$ cat src/rtl/id_ex_operand_stage_pkg.sv
// id_ex_operand_stage_pkg
// Constants shared by the ID/EX operand stage and the ALU control decoder.
// Contents:
//   - ALU_* : 4-bit ALU operation codes driven to the ALU.
//   - aluop_e : 2-bit ALU class encodings from main control.
//   - FUNCT_* : R-type funct field values that the ALU control decodes.
package id_ex_operand_stage_pkg;

  localparam logic [3:0] ALU_AND = 4'b0000;
  localparam logic [3:0] ALU_OR  = 4'b0001;
  localparam logic [3:0] ALU_ADD = 4'b0010;
  localparam logic [3:0] ALU_SUB = 4'b0110;
  localparam logic [3:0] ALU_SLT = 4'b0111;
  localparam logic [3:0] ALU_NOR = 4'b1100;

  typedef enum logic [1:0] {
    ALUOP_ADD   = 2'b00,  // lw / sw / addi
    ALUOP_SUB   = 2'b01,  // beq / bne
    ALUOP_RTYPE = 2'b10,  // operation chosen by funct
    ALUOP_OR    = 2'b11   // ori
  } aluop_e;

  localparam logic [5:0] FUNCT_ADD = 6'b100000;
  localparam logic [5:0] FUNCT_SUB = 6'b100010;
  localparam logic [5:0] FUNCT_AND = 6'b100100;
  localparam logic [5:0] FUNCT_OR  = 6'b100101;
  localparam logic [5:0] FUNCT_SLT = 6'b101010;
  localparam logic [5:0] FUNCT_NOR = 6'b100111;

endpackage

$ cat src/rtl/id_ex_operand_stage_alu_control.sv
// id_ex_operand_stage_alu_control
// Purely combinational ALU control decoder. It maps the main-control ALU class
// and the funct field to a 4-bit ALU operation. It is also usable by a
// single-cycle core.
// Ports:
//   aluop   in  2  ALU class from main control
//   funct   in  6  instruction funct field
//   alu_op  out 4  ALU operation code
//   illegal out 1  R-type with an unsupported funct (alu_op falls back to add)
module id_ex_operand_stage_alu_control
  import id_ex_operand_stage_pkg::*;
(
  input  logic [1:0] aluop,
  input  logic [5:0] funct,
  output logic [3:0] alu_op,
  output logic       illegal
);

  always_comb begin
    alu_op  = ALU_ADD;
    illegal = 1'b0;
    case (aluop)
      ALUOP_ADD: alu_op = ALU_ADD;
      ALUOP_SUB: alu_op = ALU_SUB;
      ALUOP_OR:  alu_op = ALU_OR;
      default: begin
        case (funct)
          FUNCT_ADD: alu_op = ALU_ADD;
          FUNCT_SUB: alu_op = ALU_SUB;
          FUNCT_AND: alu_op = ALU_AND;
          FUNCT_OR:  alu_op = ALU_OR;
          FUNCT_SLT: alu_op = ALU_SLT;
          FUNCT_NOR: alu_op = ALU_NOR;
          default: begin
            alu_op  = ALU_ADD;
            illegal = 1'b1;
          end
        endcase
      end
    endcase
  end

endmodule

$ cat src/rtl/id_ex_operand_stage.sv
// id_ex_operand_stage
// This is the ID/EX pipeline register of the 5-stage MIPS core. It captures the
// decoded operands and control fields. It forwards results from MEM and WB
// into the ALU operands. It decodes the ALU operation.
// Ports:
//   clk, reset            clock and asynchronous active-high reset
//   stall, flush          hold the stage / replace the captured instruction by a bubble
//   id_*                  decoded operands and control from ID
//   mem_regwrite/rd/result  forwarding source from EX/MEM
//   wb_regwrite/rd/result   forwarding source from MEM/WB
//   alu_a, alu_b, alu_op  ALU inputs
//   ex_store_data         forwarded rt value used as store data
//   ex_dest, ex_regwrite  destination index and qualified write enable
//   ex_valid, ex_illegal  stage occupancy and unsupported-funct flag
module id_ex_operand_stage
  import id_ex_operand_stage_pkg::*;
#(
  parameter int DATA_W = 32,
  parameter int REG_AW = 5
) (
  input  logic              clk,
  input  logic              reset,
  input  logic              stall,
  input  logic              flush,
  input  logic              id_valid,
  input  logic [DATA_W-1:0] id_rs_data,
  input  logic [DATA_W-1:0] id_rt_data,
  input  logic [DATA_W-1:0] id_imm,
  input  logic [REG_AW-1:0] id_rs,
  input  logic [REG_AW-1:0] id_rt,
  input  logic [REG_AW-1:0] id_rd,
  input  logic [5:0]        id_funct,
  input  logic [1:0]        id_aluop,
  input  logic              id_alusrc,
  input  logic              id_regdst,
  input  logic              id_regwrite,
  input  logic              mem_regwrite,
  input  logic [REG_AW-1:0] mem_rd,
  input  logic [DATA_W-1:0] mem_result,
  input  logic              wb_regwrite,
  input  logic [REG_AW-1:0] wb_rd,
  input  logic [DATA_W-1:0] wb_result,
  output logic [DATA_W-1:0] alu_a,
  output logic [DATA_W-1:0] alu_b,
  output logic [3:0]        alu_op,
  output logic [DATA_W-1:0] ex_store_data,
  output logic [REG_AW-1:0] ex_dest,
  output logic              ex_regwrite,
  output logic              ex_valid,
  output logic              ex_illegal
);

  logic              valid_q;
  logic              regwrite_q;
  logic [DATA_W-1:0] rs_data_q;
  logic [DATA_W-1:0] rt_data_q;
  logic [DATA_W-1:0] imm_q;
  logic [REG_AW-1:0] rs_q;
  logic [REG_AW-1:0] rt_q;
  logic [REG_AW-1:0] rd_q;
  logic [5:0]        funct_q;
  logic [1:0]        aluop_q;
  logic              alusrc_q;
  logic              regdst_q;

  // A flush writes a fully cleared bubble. This keeps the bubble fields
  // deterministic and equal to the reset values.
  always_ff @(posedge clk or posedge reset) begin
    if (reset) begin
      valid_q    <= 1'b0;
      regwrite_q <= 1'b0;
      rs_data_q  <= '0;
      rt_data_q  <= '0;
      imm_q      <= '0;
      rs_q       <= '0;
      rt_q       <= '0;
      rd_q       <= '0;
      funct_q    <= '0;
      aluop_q    <= '0;
      alusrc_q   <= 1'b0;
      regdst_q   <= 1'b0;
    end else if (flush) begin
      valid_q    <= 1'b0;
      regwrite_q <= 1'b0;
      rs_data_q  <= '0;
      rt_data_q  <= '0;
      imm_q      <= '0;
      rs_q       <= '0;
      rt_q       <= '0;
      rd_q       <= '0;
      funct_q    <= '0;
      aluop_q    <= '0;
      alusrc_q   <= 1'b0;
      regdst_q   <= 1'b0;
    end else if (!stall) begin
      valid_q    <= id_valid;
      regwrite_q <= id_regwrite;
      rs_data_q  <= id_rs_data;
      rt_data_q  <= id_rt_data;
      imm_q      <= id_imm;
      rs_q       <= id_rs;
      rt_q       <= id_rt;
      rd_q       <= id_rd;
      funct_q    <= id_funct;
      aluop_q    <= id_aluop;
      alusrc_q   <= id_alusrc;
      regdst_q   <= id_regdst;
    end
  end

  // Forwarding uses the live mem_*/wb_* inputs, so it keeps tracking the
  // downstream stages while this stage is stalled. r0 is hard-wired to zero
  // and is never forwarded.
  logic mem_hit_rs, wb_hit_rs, mem_hit_rt, wb_hit_rt;
  logic [DATA_W-1:0] fwd_rs, fwd_rt;

  assign mem_hit_rs = mem_regwrite && (mem_rd == rs_q) && (rs_q != '0);
  assign wb_hit_rs  = wb_regwrite  && (wb_rd  == rs_q) && (rs_q != '0);
  assign mem_hit_rt = mem_regwrite && (mem_rd == rt_q) && (rt_q != '0);
  assign wb_hit_rt  = wb_regwrite  && (wb_rd  == rt_q) && (rt_q != '0);

  // MEM holds the younger result, so it takes priority over WB.
  assign fwd_rs = mem_hit_rs ? mem_result : (wb_hit_rs ? wb_result : rs_data_q);
  assign fwd_rt = mem_hit_rt ? mem_result : (wb_hit_rt ? wb_result : rt_data_q);

  assign alu_a         = fwd_rs;
  assign alu_b         = alusrc_q ? imm_q : fwd_rt;
  assign ex_store_data = fwd_rt;
  assign ex_dest       = regdst_q ? rd_q : rt_q;
  assign ex_regwrite   = regwrite_q & valid_q;
  assign ex_valid      = valid_q;

  logic illegal;

  id_ex_operand_stage_alu_control u_alu_control (
    .aluop   (aluop_q),
    .funct   (funct_q),
    .alu_op  (alu_op),
    .illegal (illegal)
  );

  assign ex_illegal = illegal & valid_q;

endmodule

$ cat config.mk
export PLATFORM = sky130hd
export DESIGN_NAME = id_ex_operand_stage
export DESIGN_NICKNAME = d
export VERILOG_FILES = /design/src/rtl/id_ex_operand_stage_pkg.sv /design/src/rtl/id_ex_operand_stage_alu_control.sv /design/src/rtl/id_ex_operand_stage.sv
export SDC_FILE = /design/constraint.sdc
export NUM_CORES = 1
export LEC_CHECK = 0
export CORE_MARGIN = 4
export CORE_UTILIZATION = 47
export CTS_BUF_LIST = sky130_fd_sc_hd__clkbuf_8 sky130_fd_sc_hd__clkbuf_16
export CTS_CLUSTER_SIZE = 8
export DETAILED_ROUTE_END_ITERATION = 10
export PLACE_DENSITY = 0.95
export SLEW_MARGIN = 0
export SYNTH_ARGS = -nofsm -noshare
export SYNTH_HDL_FRONTEND = slang
export SYNTH_SLANG_ARGS = --single-unit
export TNS_END_PERCENT = 5
$ cat constraint.sdc
create_clock -name clk -period 12.4 [get_ports clk]
set_clock_uncertainty 0.1 [all_clocks]
set_input_delay 1.86 -clock clk [delete_from_list [all_inputs] [get_ports clk]]
set_output_delay 1.86 -clock clk [all_outputs]
set_load 0.01 [all_outputs]
==> results.cfg <==
[job]
cap_violations = 0

[cts]
insertion_delay_ps = 410
clock_path_buffers = 2
h-tree-depth = 4
postCtsSetupBuffers = 0
cts.sinks = 123
cts_buffers = 17
cts_root_buf = clkbuf_16
cts_hold_buf = 0
cts_resized = 0
clk_pin_slew_ps = 60
cts_tree = yes

[critical_path]
r2r_cells = 2
worst-path-max-fanout = 33
ff2ff_setup_slack_ps = 10960
start_kind = input pin
end_kind = output port
regToRegEndpoint = alusrc_q
r2r_start = alusrc_q
crit_type = input pin to output port
cp.arrival_ps = 4980
cp.required_ps = 10440

[sta]
grt_setup_unrepaired = false
timing.fmax_mhz = 144
setup_viol = 0
fin_tns_setup_ps = 0
worst-slew-pin-transition_ps = 1050
post-route-min-period_ps = 6940
timing.hold.ws_ps = 424
slew_headroom = 0.296
worst_slack_ps = 5460
finalHoldViolations = 0
slew_viol_final = 0
min_period_over_period = 0.560

[synth]
syn-mean-instance-area_sq_um = 9.36
yosysTopAreaCell = dfrtp_1
syn_inst = 798
ys_types = 34
syn-num-nets = 1001
synth-seq-cells = 123
yosysTopAreaCellShare = 0.412
ys_seq_area_frac = 0.412
ys_warn_count = 0
syn_area_sq_um = 7470
synth_area_leaders = dfrtp_1, mux2i_1, nor2_1, mux2_2, o31ai_1

[power_and_ir_drop]
finalPower_mw = 1.28
p_leak_nw = 4.85
vdd_drop_max_v = 0.0000979
power_density_nw_per_um2 = 113

[routing]
drt_first_pass_iters = 5
drt_iter0_drc = 486
wl_met1_um = 10500
vias = 7565
wire_per_inst_um = 21.4
met2WireLength_um = 13400
routed_via_density = 5.86
wl_um = 27700
final_antenna_net_count = 0
top_layer = met4
wl_met3_um = 2590
drc = 0

[final_layout]
layout_common_cells = clkdlybuf4s50_1, mux2i_1, nor2_1, dfrtp_1, nand2_1
seq_area_sq_um = 3080
fillCellCount = 1076
multi_input_area_sq_um = 4120
final_net_count = 1268
layout_commonest_cell = clkdlybuf4s50_1
drive_gt1_frac = 0.0853
syn_to_final_growth_pct = 51.8
fin_cells = 1291

[placement]
gp_congestion = 0.889
pre_cts_slack_ps = 5490
portBuffers = 310
dp_cells = 1257
hpwl_um = 19300

[die]
start_util = 0.486
pin_count = 311
dieArea_sq_um = 18000
die_h_um = 134
die_w_um = 134
row_count = 45
core_sq_um = 15400

[hold_path]
hold_class = flop to flop
whs_endpoint = imm_q[22]
worstHoldStart = imm_q[22]
hold_depth = 2

[global_routing]
antenna_found_initial = 2
grt_pass1_vias = 7997
grt_max_degree = 75
grt_util_all_layers = 0.301
grt_overflow = 0
grt_first_pass_wirelength_um = 42700

[outcome]
status = completed
-- power breakdown --
group	total, mW	switching [mW]	leakage (nW)	internal [mW]
Clock	0.551	0.186	0.318	0.366
Combinational	0.289	0.134	2.90	0.155
Sequential	0.445	0.0203	1.63	0.424
Total	1.28	0.340	4.85	0.944
-- through the flow --
step / util / area [sq um]
floorplan: - / 7470
global placement: 0.695 / 10700
detailed placement: 0.695 / 10700
CTS: 0.737 / 11300
finish: 0.738 / 11300
global route: 0.738 / 11300
-- area by class of cell --
class / count / share of cell area
inverters: 3 / 0.00121
multi-input cells: 596 / 0.363
flip-flops and latches: 123 / 0.272
repair buffers: 324 / 0.283
diodes: 2 / 0.000441
clock buffers: 19 / 0.0399
well taps: 211 / 0.0233
clock inverters: 13 / 0.0175
-- routing by layer --
| metal | GRT usage | up-vias |
|---|---|---|
| met2 | 0.497 | 458 |
| met4 | 0.146 | 0 |
| li1 | - | 3375 |
| met5 | 0 | - |
| met3 | 0.0878 | 92 |
| met1 | 0.363 | 3640 |
-- worst max-delay path by stage --
stage                 endpoint       from  cells after the start  slack, ps
floorplan           aluop_q[0]      reset                      1       7170
global placement     alu_b[30]  mem_rd[1]                      8       5600
detailed placement   alu_b[21]  mem_rd[1]                      8       5490
CTS                  alu_b[21]  mem_rd[1]                      8       5480
global route         alu_b[30]  mem_rd[1]                      8       5340
finish               alu_b[30]  mem_rd[1]                      8       5460
-- cell families (layout without fill, tap and decap cells) --
kind of cell | count (synthesis) | after routing | share of synthesized area
AOI/OAI and AO/OA | 106 | 106 | 0.0898
muxes | 192 | 192 | 0.263
other | 0 | 2 | 0
xor gates and xnor gates | 20 | 20 | 0.0234
DFF | 123 | 123 | 0.412
buffers and inverters | 79 | 359 | 0.0424
and+or+nand+nor | 278 | 278 | 0.169
-- critical path, cell delays in order --
cell             delay [ps]
clkdlybuf4s50_1         470
xnor2_1                 270
o211ai_4                390
or2_1                   590
buf_4                   340
a31oi_1                 270
mux2_2                  210
clkdlybuf4s50_1         550
-- flip-flops by register name, summed over array words and instances (netlist names), 2 cells and up --
| register | flops |
|---|---|
| imm_q | 32 |
| rs_data_q | 32 |
| rt_data_q | 32 |
| funct_q | 6 |
| rd_q | 5 |
| rs_q | 5 |
| rt_q | 5 |
| aluop_q | 2 |
-- cells in the mapped netlist --
master,n
or2_1,1
nand4_1,4
nor3_1,32
nor2b_1,4
o31ai_1,32
a211oi_1,1
o21ai_0,34
and2_1,1
inv_1,3
or2_2,1
buf_1,11
nand2_1,38
nor4_2,2
o22ai_1,1
or4_4,1
o32ai_1,1
buf_2,13
xnor2_1,16
o211ai_2,1
mux2_2,37
mux2i_1,155
o31a_1,1
clkbuf_1,51
or4_1,1
xor2_1,4
nand3_1,32
a21oi_1,3
a31oi_1,31
and4_1,1
o21a_1,1
and3_1,31
nor2_1,129
buf_4,1
dfrtp_1,123
(Power assumes the default switching activity.)
==> edit 1 (same settings) <==
`REG_AW`: 5 -> 7.
--- a/src/rtl/id_ex_operand_stage.sv
+++ b/src/rtl/id_ex_operand_stage.sv
@@ -16,7 +16,7 @@
   import id_ex_operand_stage_pkg::*;
 #(
   parameter int DATA_W = 32,
-  parameter int REG_AW = 5
+  parameter int REG_AW = 7
 ) (
   input  logic              clk,
   input  logic              reset,
Interface: changed (6 resized); port bits go from 311 to 323. The function was not compared with the original's and may differ.
==> edit 1 against the unedited design <==
- design area grew 5.1%
- sequential cell count up 6
- die area increased by 7.1%
- first-iteration DRC count increased by 17%
- synthesized area grew 7.6%
- setup slack worse by 0.37 ns
- power fell by 0.65%
- core utilization down 2.2 points
- wire length is 1.2% lower
==> edit 1: results (changes against the unedited design) <==
- Status: finished, final reports clean (unchanged)
- Critical path arrival: 5.35 ns (was 4.98 ns)
- Most common library cells after synthesis: nor2_1 (194), mux2i_1 (161), dfrtp_1 (129), nand2_1 (68), clkbuf_1 (37) (was mux2i_1 (155), nor2_1 (129), dfrtp_1 (123), clkbuf_1 (51), nand2_1 (38))
- PortBufs: 322 (was 310)
- Static Leakage: 5.10 nW (was 4.85 nW)
- Pre-CTS setup slack: 5.12 ns (was 5.49 ns)
- Fin Hold WS: 0.414 ns (was 0.424 ns)
- Placed Cells: 1335 (was 1257)
- Worst-path cell with the longest stage delay: and3_2 (was or2_1)
- Slowest stage delay, CP: 1.00 ns (was 0.59 ns)
- Peak supply drop: 0.0940 mV (was 0.0979 mV)
- Final RePlAce weighted congestion: 0.975 (was 0.889)
- Hold wc startpoint: funct_q[5]$_DFFE_PP0P_ (was imm_q[22]$_DFFE_PP0P_)
- Largest net degree at the start of global routing: 79 (was 75)
- Synth cell types: 39 (was 34)
- Post-DP HPWL: 19800 um (was 19300 um)
- Layout cells sized above 1: 10.6% (was 8.53%)
- First-pass GRT wire length: 42400 um (was 42700 um)
- Dpl cell area: 11300 sq um (was 10700 sq um)
- FF-to-FF path depth: 3 (was 2)
- Met3 Track Usage GR: 6.79% (was 8.78%)
- Fillers: 1211 (was 1076)
- Post-Syn Nets: 1063 (was 1001)
- Met1 Resource Use GR: 32.7% (was 36.3%)
- Routed vias/inst: 5.52 (was 5.86)
- Drt wl/cell: 20.0 um (was 21.4 um)
- Layout Utilization: 71.6% (was 73.8%)
- DR iter-0 viols: 570 (was 486)
- M1 WL: 10600 um (was 10500 um)
- GR Util met2: 47.0% (was 49.7%)
- R2r setup slk: 10.73 ns (was 10.96 ns)
- Total global-route track usage: 27.5% (was 30.1%)
- Initial core utilization: 48.3% (was 48.6%)
- Power Internal: 0.945 mW (was 0.944 mW)
- Met2 routed WL: 13600 um (was 13400 um)
- Worst setup path startpoint: wb_rd[4] (was mem_rd[1])
- CP Capture Point: alu_b[0] (was alu_b[30])
- Register area share after synthesis: 40.2% (was 41.2%)
- Synth Instances: 850 (was 798)
- Vias: 7555 (was 7565)
-- edit 1: cell types whose count changed in the layout (fill, tap and decap cells not counted), moves of 31 or more --
cell     delta
o21ai_0    -32
nand3_1    -31
nor3_1     -31
and3_1     -31
nor2_1     +66
o21ai_1    +32
-- edit 1: worst min path at each step --
stage | endpoint | cells after the start
6_report | funct_q[5]$_DFFE_PP0P_ | 2
5_1_grt | imm_q[23]$_DFFE_PP0P_ | 2
4_1_cts | funct_q[5]$_DFFE_PP0P_ | 2
3_5_place_dp | funct_q[5]$_DFFE_PP0P_ | 2
3_3_place_gp | rd_q[5]$_DFFE_PP0P_ | 2
2_1_floorplan | funct_q[5]$_DFFE_PP0P_ | 2
-- edit 1: layout make-up --
cell class                      instances  area share [%]
Antenna cell                            2          0.0420
Clock buffer                           19            3.80
Clock inverter                         13            1.55
Inverter                               35            1.12
Multi-Input combinational cell        619            36.4
Sequential cell                       129            27.1
Tap cell                              220            2.31
Timing Repair Buffer                  332            27.7
-- edit 1: critical path: cells and delay by family --
kind / cells / cell delay (ns)
buf+inv: 3 / 1.46
simple gates: 2 / 1.27
compound gates: 2 / 0.56
xor+xnor: 1 / 0.18
-- edit 1: cells by family after synthesis --
family | Yosys count | share of synthesized area, %
AOI/OAI and AO/OA | 136 | 14.8
DFF | 129 | 40.2
and+or+nand+nor | 286 | 14.7
buffers and inverters | 102 | 6.15
xor gates and xnor gates | 28 | 3.05
muxes | 169 | 21.2
-- edit 1: power by group through the flow --
stage	Clock (mW)	Sequential (mW)	Combinational (mW)
final	0.538	0.465	0.273
after global routing	0.562	0.468	0.293
after CTS	0.545	0.465	0.274
after detailed placement	0	0.472	0.272
after global placement	0	0.471	0.266
after floorplan	0	0.464	0.130
==> edit 2 (config.mk and constraints unchanged) <==
Made on the original files. Make the reset (`reset`) synchronous in one clocked block. Comments in the files are not updated.
--- a/src/rtl/id_ex_operand_stage.sv
+++ b/src/rtl/id_ex_operand_stage.sv
@@ -65,7 +65,7 @@
 
   // A flush writes a fully cleared bubble. This keeps the bubble fields
   // deterministic and equal to the reset values.
-  always_ff @(posedge clk or posedge reset) begin
+  always_ff @(posedge clk) begin
     if (reset) begin
       valid_q    <= 1'b0;
       regwrite_q <= 1'b0;
Formal check against the unedited RTL: differs if reset is asserted again (counterexample within 4 cycles, from zero or initial values and one cycle with reset high); with reset held inactive, the same outputs for 4 cycles.
==> edit 2 against the unedited design <==
- setup slack worse by 0.62 ns
- power down 10%
- synthesized area down 8.1%
- combinational power down 32%
- fmax down 8.2%
- wire length down 9.7%
- final cell count down 0.54%
- first-iteration DRC count down 5.6%
- critical path depth down 1
- hold slack worse by 0.030 ns
- sequential cell count unchanged
- design area down 6.2%
- critical endpoint is now alu_b[17]
==> edit 2: results (changes against the unedited design) <==
- Status: finished, final reports clean (unchanged)
- Met2 routed WL: 12800 um (was 13400 um)
- Pre-CTS setup slack: 4.83 ns (was 5.49 ns)
- Synth cell types: 40 (was 34)
- Met3 wire length: 2090 um (was 2590 um)
- Hold wc startpoint: rt_data_q[22]$_SDFFE_PP0N_ (was imm_q[22]$_DFFE_PP0P_)
- Slowest stage delay, CP: 1.09 ns (was 0.59 ns)
- Critical path arrival: 5.60 ns (was 4.98 ns)
- Largest net degree at the start of global routing: 76 (was 75)
- RR Startpoint: alusrc_q$_SDFFE_PP0N_ (was alusrc_q$_DFFE_PP0P_)
- Worst Hold End: rt_data_q[22]$_SDFFE_PP0N_ (was imm_q[22]$_DFFE_PP0P_)
- Most common library cells after synthesis: nor2_1 (189), mux2i_1 (155), dfxtp_1 (123), nand2_1 (69), clkbuf_1 (39) (was mux2i_1 (155), nor2_1 (129), dfrtp_1 (123), clkbuf_1 (51), nand2_1 (38))
- Post-DP HPWL: 17900 um (was 19300 um)
- Total global-route track usage: 29.1% (was 30.1%)
- First-pass GRT wire length: 37900 um (was 42700 um)
- Fin Hold WS: 0.393 ns (was 0.424 ns)
- Peak supply drop: 0.0840 mV (was 0.0979 mV)
- Largest cells by area after synthesis: dfxtp_1 (36%), mux2i_1 (23%), nor2_1 (10%), a211oi_2 (5.5%), nand2_1 (3.8%) (was dfrtp_1 (41%), mux2i_1 (21%), nor2_1 (6.5%), mux2_2 (5.6%), o31ai_1 (3.2%))
- Top Layer Used: met5 (was met4)
- DR iter-0 viols: 459 (was 486)
- Hold WC Path Type: reg2reg (unchanged)
- Clock-pin slew on the worst setup and hold paths: 0.05 ns
- FF-to-FF path depth: 3 (was 2)
- Static Leakage: 4.12 nW (was 4.85 nW)
- Post-Syn Nets: 1023 (was 1001)
- Final RePlAce weighted congestion: 0.961 (was 0.889)
- Drt wl/cell: 19.5 um (was 21.4 um)
- Post-synthesis adder-cell area fraction: 0% (unchanged)
- Yosys warnings: 0 (unchanged)
- Mux share of post-synthesis cell area: 23.4% (was 26.3%)
- Routed vias/inst: 5.58 (was 5.86)
- Biggest regs: imm_q x32, rs_data_q x32, rt_data_q x32 (unchanged)
- Clock buffer count from CTS: 17 (unchanged)
- Final period utilization: 61.0% (was 56.0%)
- M1 WL: 9240 um (was 10500 um)
- Post-Synth XOR/XNOR Area: 2.30% (was 2.34%)
- R2R Path End: alusrc_q$_SDFFE_PP0N_ (was alusrc_q$_DFFE_PP0P_)
- Number of global-route vias before repair: 7463 (was 7997)
- R2r setup slk: 10.84 ns (was 10.96 ns)
- Layout cells sized above 1: 7.61% (was 8.53%)
- Register area share after synthesis: 35.9% (was 41.2%)
- Slew HR: 23.5% (was 29.6%)
- Worst-path cell with the longest stage delay: and3_2 (was or2_1)
- CP Capture Point: alu_b[17] (was alu_b[30])
- Synth Area in Compound Gates: 15.5% (was 8.98%)
- N_diodes: 0 (was 2)
- Initial antenna violation count: 1 (was 2)
- Worst setup path startpoint: wb_rd[2] (was mem_rd[1])
- Async SR Flop Fraction: 0% (was 100%)
- Final nets: 1296 (was 1268)
[edit 2: cell types whose count changed after synthesis, sizes merged, moves of 29 or more]
cell / unedited run / this run
dfrtp: 123 / 0
dfxtp: 0 / 123
nor2: 129 / 190
mux2: 37 / 5
a211oi: 1 / 32
inv: 3 / 34
nand2: 38 / 69
and3: 31 / 1
nor3: 32 / 2
nand3: 32 / 3
[edit 2: cells by family after synthesis]
logic type             count (synthesis)
multiplexers                         160
flip-flops                           123
buffers and inverters                100
AND/OR/NAND/NOR                      281
XOR/XNOR                              18
AO/OA/AOI/OAI                        138
[edit 2: routing by layer]
metal,track usage (%),vias up
met4,13.8,2
met2,52.4,356
met1,30.9,3371
li1,-,3371
met3,8.76,71
met5,0,-
[edit 2: cell type report]
class | instances | area, sq um
Tap cell | 180 | 225
Clock inverter | 10 | 174
Clock buffer | 20 | 467
Inverter | 34 | 128
Sequential cell | 123 | 2460
Multi-Input combinational cell | 597 | 4000
Fill cell | 976 | 3460
Timing Repair Buffer | 320 | 3180
[edit 2: through the flow]
| stage | area [sq um] | instances | util, % | total power [mW] |
|---|---|---|---|---|
| after floorplan | 6870 | 820 | - | 0.507 |
| after global placement | 10000 | 1254 | 70.9 | 0.617 |
| after detailed placement | 10000 | 1254 | 70.9 | 0.622 |
| after CTS | 10600 | 1284 | 75.5 | 1.16 |
| after global routing | 10600 | 1284 | 75.5 | 1.19 |
| final | 10600 | 1284 | 75.5 | 1.15 |
[edit 2: report_power, final]
part / internal (mW) / total (mW) / switching, mW
clock network: 0.368 / 0.539 / 0.171
registers: 0.409 / 0.419 / 0.0101
logic: 0.115 / 0.197 / 0.0817
[edit 2: critical path, delay by kind of cell]
kind	cells	cell delay, ns
buf+inv	2	1.07
compound gates	3	1.21
simple gates	2	1.41
